===== src/rtl/serial_subtractor_n_bit.sv =====
// serial_subtractor_n_bit: bit-serial a - b - bin, LSB first, start/done handshake.
// Define SERIAL_SUB_OVF_EN to add the registered signed-overflow output ovf.
module serial_subtractor_n_bit #(
    parameter int WIDTH = 4
) (
    input  logic             clk,
    input  logic             rst_n,
    input  logic             start,
    input  logic [WIDTH-1:0] a,
    input  logic [WIDTH-1:0] b,
    input  logic             bin,
    output logic             busy,
    output logic             done,
    output logic [WIDTH-1:0] diff,
    output logic             bout
`ifdef SERIAL_SUB_OVF_EN
    ,
    output logic             ovf
`endif
);

    localparam int CW = $clog2(WIDTH + 1);
    localparam logic [CW-1:0] LAST = CW'(WIDTH - 1);

    typedef enum logic [1:0] {
        IDLE,
        BUSY,
        DONE
    } state_t;

    state_t state;
    state_t state_next;

    logic [WIDTH-1:0] a_sr;
    logic [WIDTH-1:0] b_sr;
    logic [WIDTH-1:0] res_sr;
    logic [CW-1:0]    cnt;
    logic             br;
    logic             d;
    logic             br_next;
    logic             accept;
    logic             last_bit;

    // Single full-subtractor cell
    assign d       = a_sr[0] ^ b_sr[0] ^ br;
    assign br_next = (~a_sr[0] & b_sr[0]) | (~(a_sr[0] ^ b_sr[0]) & br);

    assign accept   = (state == IDLE) && start;
    assign last_bit = (state == BUSY) && (cnt == LAST);

    assign busy = (state != IDLE);
    assign done = (state == DONE);

    always_ff @(posedge clk or negedge rst_n) begin
        if (!rst_n) begin
            state <= IDLE;
        end else begin
            state <= state_next;
        end
    end

    always_comb begin
        state_next = state;
        unique case (state)
            IDLE:    if (start) state_next = BUSY;
            BUSY:    if (cnt == LAST) state_next = DONE;
            DONE:    state_next = IDLE;
            default: state_next = IDLE;
        endcase
    end

    always_ff @(posedge clk or negedge rst_n) begin
        if (!rst_n) begin
            a_sr   <= '0;
            b_sr   <= '0;
            res_sr <= '0;
            cnt    <= '0;
            br     <= 1'b0;
        end else if (accept) begin
            a_sr   <= a;
            b_sr   <= b;
            res_sr <= '0;
            cnt    <= '0;
            br     <= bin;
        end else if (state == BUSY) begin
            a_sr   <= a_sr >> 1;
            b_sr   <= b_sr >> 1;
            res_sr <= {d, res_sr[WIDTH-1:1]};
            cnt    <= cnt + CW'(1);
            br     <= br_next;
        end
    end

    // Outputs only change on the MSB cycle, so partial results stay hidden
    always_ff @(posedge clk or negedge rst_n) begin
        if (!rst_n) begin
            diff <= '0;
            bout <= 1'b0;
        end else if (last_bit) begin
            diff <= {d, res_sr[WIDTH-1:1]};
            bout <= br_next;
        end
    end

`ifdef SERIAL_SUB_OVF_EN
    always_ff @(posedge clk or negedge rst_n) begin
        if (!rst_n) begin
            ovf <= 1'b0;
        end else if (last_bit) begin
            ovf <= br ^ br_next;
        end
    end
`endif

endmodule


===== config.mk =====
export PLATFORM = sky130hd
export DESIGN_NAME = serial_subtractor_n_bit
export DESIGN_NICKNAME = d
export VERILOG_FILES = /design/src/rtl/serial_subtractor_n_bit.sv
export SDC_FILE = /design/constraint.sdc
export NUM_CORES = 1
export LEC_CHECK = 0
export CAP_MARGIN = 0
export CELL_PAD_IN_SITES_DETAIL_PLACEMENT = 0
export CELL_PAD_IN_SITES_GLOBAL_PLACEMENT = 2
export CORE_MARGIN = 2
export CORE_UTILIZATION = 25
export CTS_BUF_LIST = sky130_fd_sc_hd__clkbuf_16
export DETAILED_ROUTE_END_ITERATION = 16
export PLACE_DENSITY = 0.68
export SYNTH_ARGS = -nofsm -noshare
export SYNTH_HDL_FRONTEND = slang
export SYNTH_SLANG_ARGS = --single-unit
export TNS_END_PERCENT = 5

===== constraint.sdc =====
create_clock -name clk -period 1.7 [get_ports clk]
set_clock_uncertainty 0.05 [all_clocks]
set_input_delay 0.255 -clock clk [delete_from_list [all_inputs] [get_ports clk]]
set_output_delay 0.255 -clock clk [all_outputs]
set_load 0.03 [all_outputs]

==> results.py, run 1 <==
metrics = {
    "critical_path": {
        "r2r_start": "cnt[0]",
        "r2r_slack_ps": 270,
        "cp_slowest_cell": "clkdlybuf4s50_1",
        "max_stage_delay_ps": 670,
        "r2r_cells": 4,
        "cp_top_family": "buffers and inverters",
        "cp-start-kind": "flip-flop",
        "worst_r2r_endpoint": "diff[3]",
        "crit_cells": 1,
        "required_ps": 1390,
        "critPathBufInv": 1,
        "end_kind": "output pin",
        "arrival_ps": 1260,
        "cp_max_fo": 2,
        "path_class": "flip-flop to output pin",
        "crit_path_cell_trace": "clkdlybuf4s50_1",
    },
    "timing": {
        "fmax_ghz": 0.6383,
        "fin_setup_tns_ps": 0,
        "final.period_utilization_pct": 92.16,
        "hold_viol": 0,
        "drv_slew": 0,
        "worst_pin_slew_ps": 393.3,
        "rsz0062_at_grt": "false",
        "layout_setup_ws_ps": 133.3,
        "hold_slack_ps": 307.1,
        "finalWorstPathRequiredPeriod_ps": 1567,
        "setup_viol": 0,
        "worst_slew_margin_rel_pct": 73.78,
    },
    "yosys": {
        "ys_types": 24,
        "synth.area.top_cells": "dfrtp_1 52%, inv_1 4.3%, mux2_1 4.3%",
        "synthesis.nets": 96,
        "synth_seq_cells": 22,
        "netlist_area_um2": 1059,
        "synth_top_area_cell": "dfrtp_1",
        "yosysWarnings": 0,
        "synth_top_area_share_pct": 52.01,
        "synth_cells": 81,
        "seq_area_frac_synth_pct": 52.01,
        "avgSynthCellArea_um2": 13.07,
    },
    "detailed_routing": {
        "wl_per_cell_um": 12.67,
        "drc": 0,
        "vias": 700,
        "ant_nets": 0,
        "drt_wl_total_mm": 1.951,
        "drtIter0Drc": 34,
        "firstDrtPassIters": 4,
        "avgViaCountPerCell": 4.545,
    },
    "clock_tree": {
        "clk_latency_ps": 250,
        "numCtsBuffers": 3,
        "clk_root_buffer_cell": "clkbuf_16",
        "cts.path.max_buffers": 2,
        "cts_tree": "done",
        "cts.clk_slew.worst_paths_ps": 60,
        "cts_setup_buffers": 0,
        "cts_sinks": 22,
        "h-tree-depth": 1,
    },
    "placement": {
        "dp_hpwl_mm": 1.417,
        "gp_congestion": 0.7016,
        "place_ws_ps": 135.5,
        "placed_cell_area_um2": 1301,
        "io_buffers": 18,
    },
    "pwr": {
        "p_per_area_nw_per_um2": 1958,
        "ir_drop_mv": 0.7766,
        "p_leak_nw": 0.6383,
    },
    "min_path": {
        "holdCritPathClass": "primary input to async pin",
    },
    "finish": {
        "regArea_um2": 551.8,
        "fin_nets": 120,
        "drive_gt1_share_pct": 22.12,
        "n_antenna_cell": 0,
        "layout_commonest_cell": "dfrtp_1",
        "layout_common_cells": "21 x dfrtp_1, 16 x clkdlybuf4s50_1, 12 x inv_1, 8 x buf_4, 6 x nor3b_1",
        "area_growth_pct": 32.98,
        "nFillCells": 420,
        "final_area_um2": 1408,
        "multi_input_area_um2": 422.9,
    },
    "global_routing": {
        "grt_pass1_wl_mm": 3.422,
        "grt-ovfl-total": 0,
        "grt_max_degree": 23,
        "antenna_found_initial": 0,
        "grt_pass1_vias": 718,
        "grtUsageTotal_pct": 8.941,
    },
    "floorplan": {
        "die_h_um": 69.07,
        "io_pins": 19,
        "num_rows": 23,
        "coreArea_um2": 4029,
        "die_x_um": 69.07,
        "initial_core_util_pct": 26.27,
        "dieArea_um2": 4771,
    },
    "status": {
        "status": "complete, no violations",
    },
    "job": {
        "max_cap_violations": 0,
    },
}
## worst max-delay path by stage
| stage | to | slack [ps] | start |
|---|---|---|---|
| 2_1_floorplan | done | 280 | state[0] |
| 3_3_place_gp | cnt[0] | 160 | start |
| 3_5_place_dp | cnt[0] | 140 | start |
| 4_1_cts | busy | 70 | state[0] |
| 5_1_grt | busy | 50 | state[1] |
| 6_report | diff[3] | 130 | diff[3] |
## registers in the layout (all words and copies together) (netlist names)
name,cells
a_sr,4
b_sr,4
cnt,3
bout,1
res_sr,3
br,1
diff,4
state,2
## what timing repair did
item,CTS,global route
resized for setup,0,1
setup endpoints to repair,0,1
hold buffers,0,0
## through the flow
step / std cells / utilization (%) / total power [W]
CTS: 154 / 34.91 / 0.002803
global route: 154 / 34.94 / 0.002974
floorplan: 81 / - / 0.001791
global placement: 150 / 32.30 / 0.002107
finish: 154 / 34.94 / 0.002757
detailed placement: 150 / 32.30 / 0.002134
## power breakdown
part | internal (W) | total, W | switching, W
Clock | 0.000467 | 0.000655 | 0.000188
Combinational | 0.000583 | 0.00115 | 0.000565
Sequential | 0.000771 | 0.000954 | 0.000183
Total | 0.00182 | 0.00276 | 0.000935
## layout make-up
| cell class | instances | area share [%] |
|---|---|---|
| well taps | 50 | 4.444 |
| clock inverters | 1 | 2.133 |
| flip-flops and latches | 22 | 39.20 |
| inverters | 12 | 3.200 |
| clock buffers | 3 | 5.333 |
| multi-input cells | 42 | 30.04 |
| repair buffers | 24 | 15.64 |
## per-layer routing
layer	wire [um]	GRT usage (%)	vias to the layer above
met4	0	1.307	0
li1	-	-	337
met1	930	12.03	344
met5	0	0	-
met3	112	3.655	0
met2	908	13.78	19
## synthesized netlist by cell type, drive strengths merged
master / n
a211oi: 6
a21oi: 1
a221oi: 1
a22o: 5
a32o: 2
buf: 5
dfrtp: 22
fa: 1
ha: 2
inv: 12
mux2: 5
mux2i: 1
nand3b: 1
nor2: 1
nor2b: 2
nor3b: 6
nor4b: 7
o21bai: 1
## logic make-up (layout without fill, tap and decap cells)
logic type               Yosys count  in the layout  share of synthesized area (%)
flip-flops                        22             22                          52.01
adder cells (fa/ha/maj)            3              3                          4.255
AND/OR/NAND/NOR                   17             17                          14.89
AO/OA/AOI/OAI                     16             16                          14.54
multiplexers                       6              6                          6.264
buffers and inverters             17             40                          8.038
Note: power is estimated with default switching activity, not from simulation.
==> run 2: changes to the inputs <==
- PLACE_DENSITY: 0.68 -> 0.71
- clock period: 1.7 -> 1.3 ns (I/O delays scaled with it)
==> run 2 against run 1 <==
The flow now finishes with violations (setup timing). Sequential share of layout area down 6.2 points. Worst setup slack worse by 190 ps. Critical path type unchanged. Final area up 19%. Critical path depth up 3.
==> results.py, run 2 (synthesized netlist as in run 1, its figures left out) <==
metrics = {
    "status": {
        "status": "complete, but fails checks",
        "violations": "setup timing",
    },
    "detailed_routing": {
        "drt_wl_total_mm": 2.455,
        "avgViaCountPerCell": 4.655,
        "drtIter0Drc": 19,
        "firstDrtPassIters": 3,
        "drc": 0,
        "vias": 796,
        "wl_per_cell_um": 14.36,
        "ant_nets": 0,
    },
    "critical_path": {
        "end_kind": "output pin",
        "required_ps": 1050,
        "arrival_ps": 1110,
        "cp-start-kind": "flip-flop",
        "path_class": "flip-flop to output pin",
        "cp_max_fo": 4,
    },
    "finish": {
        "layout_commonest_cell": "buf_4",
        "layout_common_cells": "23 x buf_4, 20 x dfrtp_1, 11 x inv_1, 11 x clkdlybuf4s50_1",
        "nFillCells": 398,
        "top_regs": "a_sr: 4 flops, b_sr: 4 flops, diff: 4 flops",
        "n_antenna_cell": 0,
        "fin_util_pct": 41.65,
        "area_growth_pct": 58.51,
        "fin_nets": 137,
        "drive_gt1_share_pct": 52.07,
    },
    "clock_tree": {
        "cts_tree": "done",
        "h-tree-depth": 1,
        "cts.path.max_buffers": 2,
        "cts_sinks": 22,
        "cts_hold_buf": 0,
        "clk_root_buffer_cell": "clkbuf_16",
        "cts.clk_slew.worst_paths_ps": 60,
        "numCtsBuffers": 3,
        "clk_latency_ps": 250,
    },
    "timing": {
        "worst_slew_margin_rel_pct": 81.32,
        "worst_pin_slew_ps": 280.2,
        "hold_slack_ps": 240.8,
        "layout_setup_ws_ps": -58.49,
        "final.period_utilization_pct": 104.5,
        "hold_viol": 0,
        "setup_viol": 7,
        "fin_setup_tns_ps": -322.0,
        "drv_slew": 0,
        "rsz0062_at_grt": "true",
        "finalWorstPathRequiredPeriod_ps": 1358,
        "fmax_ghz": 0.7361,
    },
    "floorplan": {
        "initial_core_util_pct": 26.27,
        "coreArea_um2": 4029,
        "dieArea_um2": 4771,
        "io_pins": 19,
        "num_rows": 23,
        "die_h_um": 69.07,
        "die_x_um": 69.07,
    },
    "pwr": {
        "p_per_area_nw_per_um2": 2607,
        "ir_drop_mv": 1.063,
        "p_leak_nw": 0.7830,
    },
    "global_routing": {
        "grtUsageTotal_pct": 10.62,
        "grt-ovfl-total": 0,
        "grt_pass1_wl_mm": 4.077,
        "grt_pass1_vias": 824,
        "antenna_found_initial": 0,
        "grt_max_degree": 23,
    },
    "placement": {
        "dp_hpwl_mm": 1.511,
        "place_ws_ps": -162.5,
        "io_buffers": 18,
        "gp_congestion": 0.7209,
    },
    "job": {
        "max_cap_violations": 0,
    },
    "min_path": {
        "holdCritPathClass": "primary input to async pin",
    },
}
==> run 2: cell count changes in the layout (fill, tap and decap cells not counted), moves of 2 or more <==
cell             before  now
buf_6                 0    5
nor4b_2               2    6
mux2_1                4    0
clkdlybuf4s50_1      16   11
ha_1                  2    0
nor2b_4               0    2
buf_12                0    2
nor4b_1               5    0
a211oi_1              4    2
mux2_4                0    5
a211oi_2              2    4
buf_4                 8   23
==> run 2: power breakdown <==
| part | leakage, nW | switching, W | internal (W) |
|---|---|---|---|
| clock network | 0.0511 | 0.000254 | 0.000611 |
| registers | 0.268 | 0.000194 | 0.00101 |
| logic | 0.463 | 0.00104 | 0.00127 |
==> run 2: worst paths after layout <==
check	from	to	slack, ps	cells after the start
min reg2reg	cnt[2]	cnt[2]	450	1
max reg2reg	cnt[0]	diff[1]	-50	4
min in group clk	cnt[2]	cnt[2]	450	1
max in group asynchronous	rst_n	state[0]	720	2
max	state[1]	busy	-60	4
min	rst_n	res_sr[3]	240	2
==> run 2: cell type report <==
class                   count  area [um2]  share of cell area [%]
multi-input cells          42       533.0                   31.77
inverters                  12       45.04                   2.685
repair buffers             41       379.1                   22.60
clock buffers               3       75.07                   4.474
clock inverters             1       30.03                   1.790
flip-flops and latches     22       553.0                   32.96
well taps                  50       62.56                   3.729
==> run 2: critical path: stages (launching register included) <==
cell	delay, ps
dfrtp_2	440
buf_6	140
nor2_4	110
inv_2	40
buf_6	130
==> run 2: routing by layer <==
metal / wire, um / GRT usage, % / up-vias
met5: 0 / 0 / -
met3: 105 / 3.216 / 2
met2: 1256 / 16.56 / 18
met4: 17 / 1.961 / 0
met1: 1076 / 14.66 / 403
li1: - / - / 373
==> run 2: per-stage QoR <==
stage	instances	instance area [um2]	total power [W]
global placement	159	1374	0.002935
global route	171	1678	0.004633
floorplan	81	1064	0.002351
detailed placement	159	1374	0.002978
finish	171	1678	0.004373
CTS	171	1628	0.004326
==> run 2: timing repair <==
action,CTS,global route
pin swaps,4,4
setup endpoints to repair,10,16
setup buffers,8,0
gates resized for setup,20,8
==> run 3: changes to the inputs <==
- GPL_TIMING_DRIVEN: unset -> 1
==> results of run 3 <==
Final layout, timing and power as in run 2 (identical DEF).
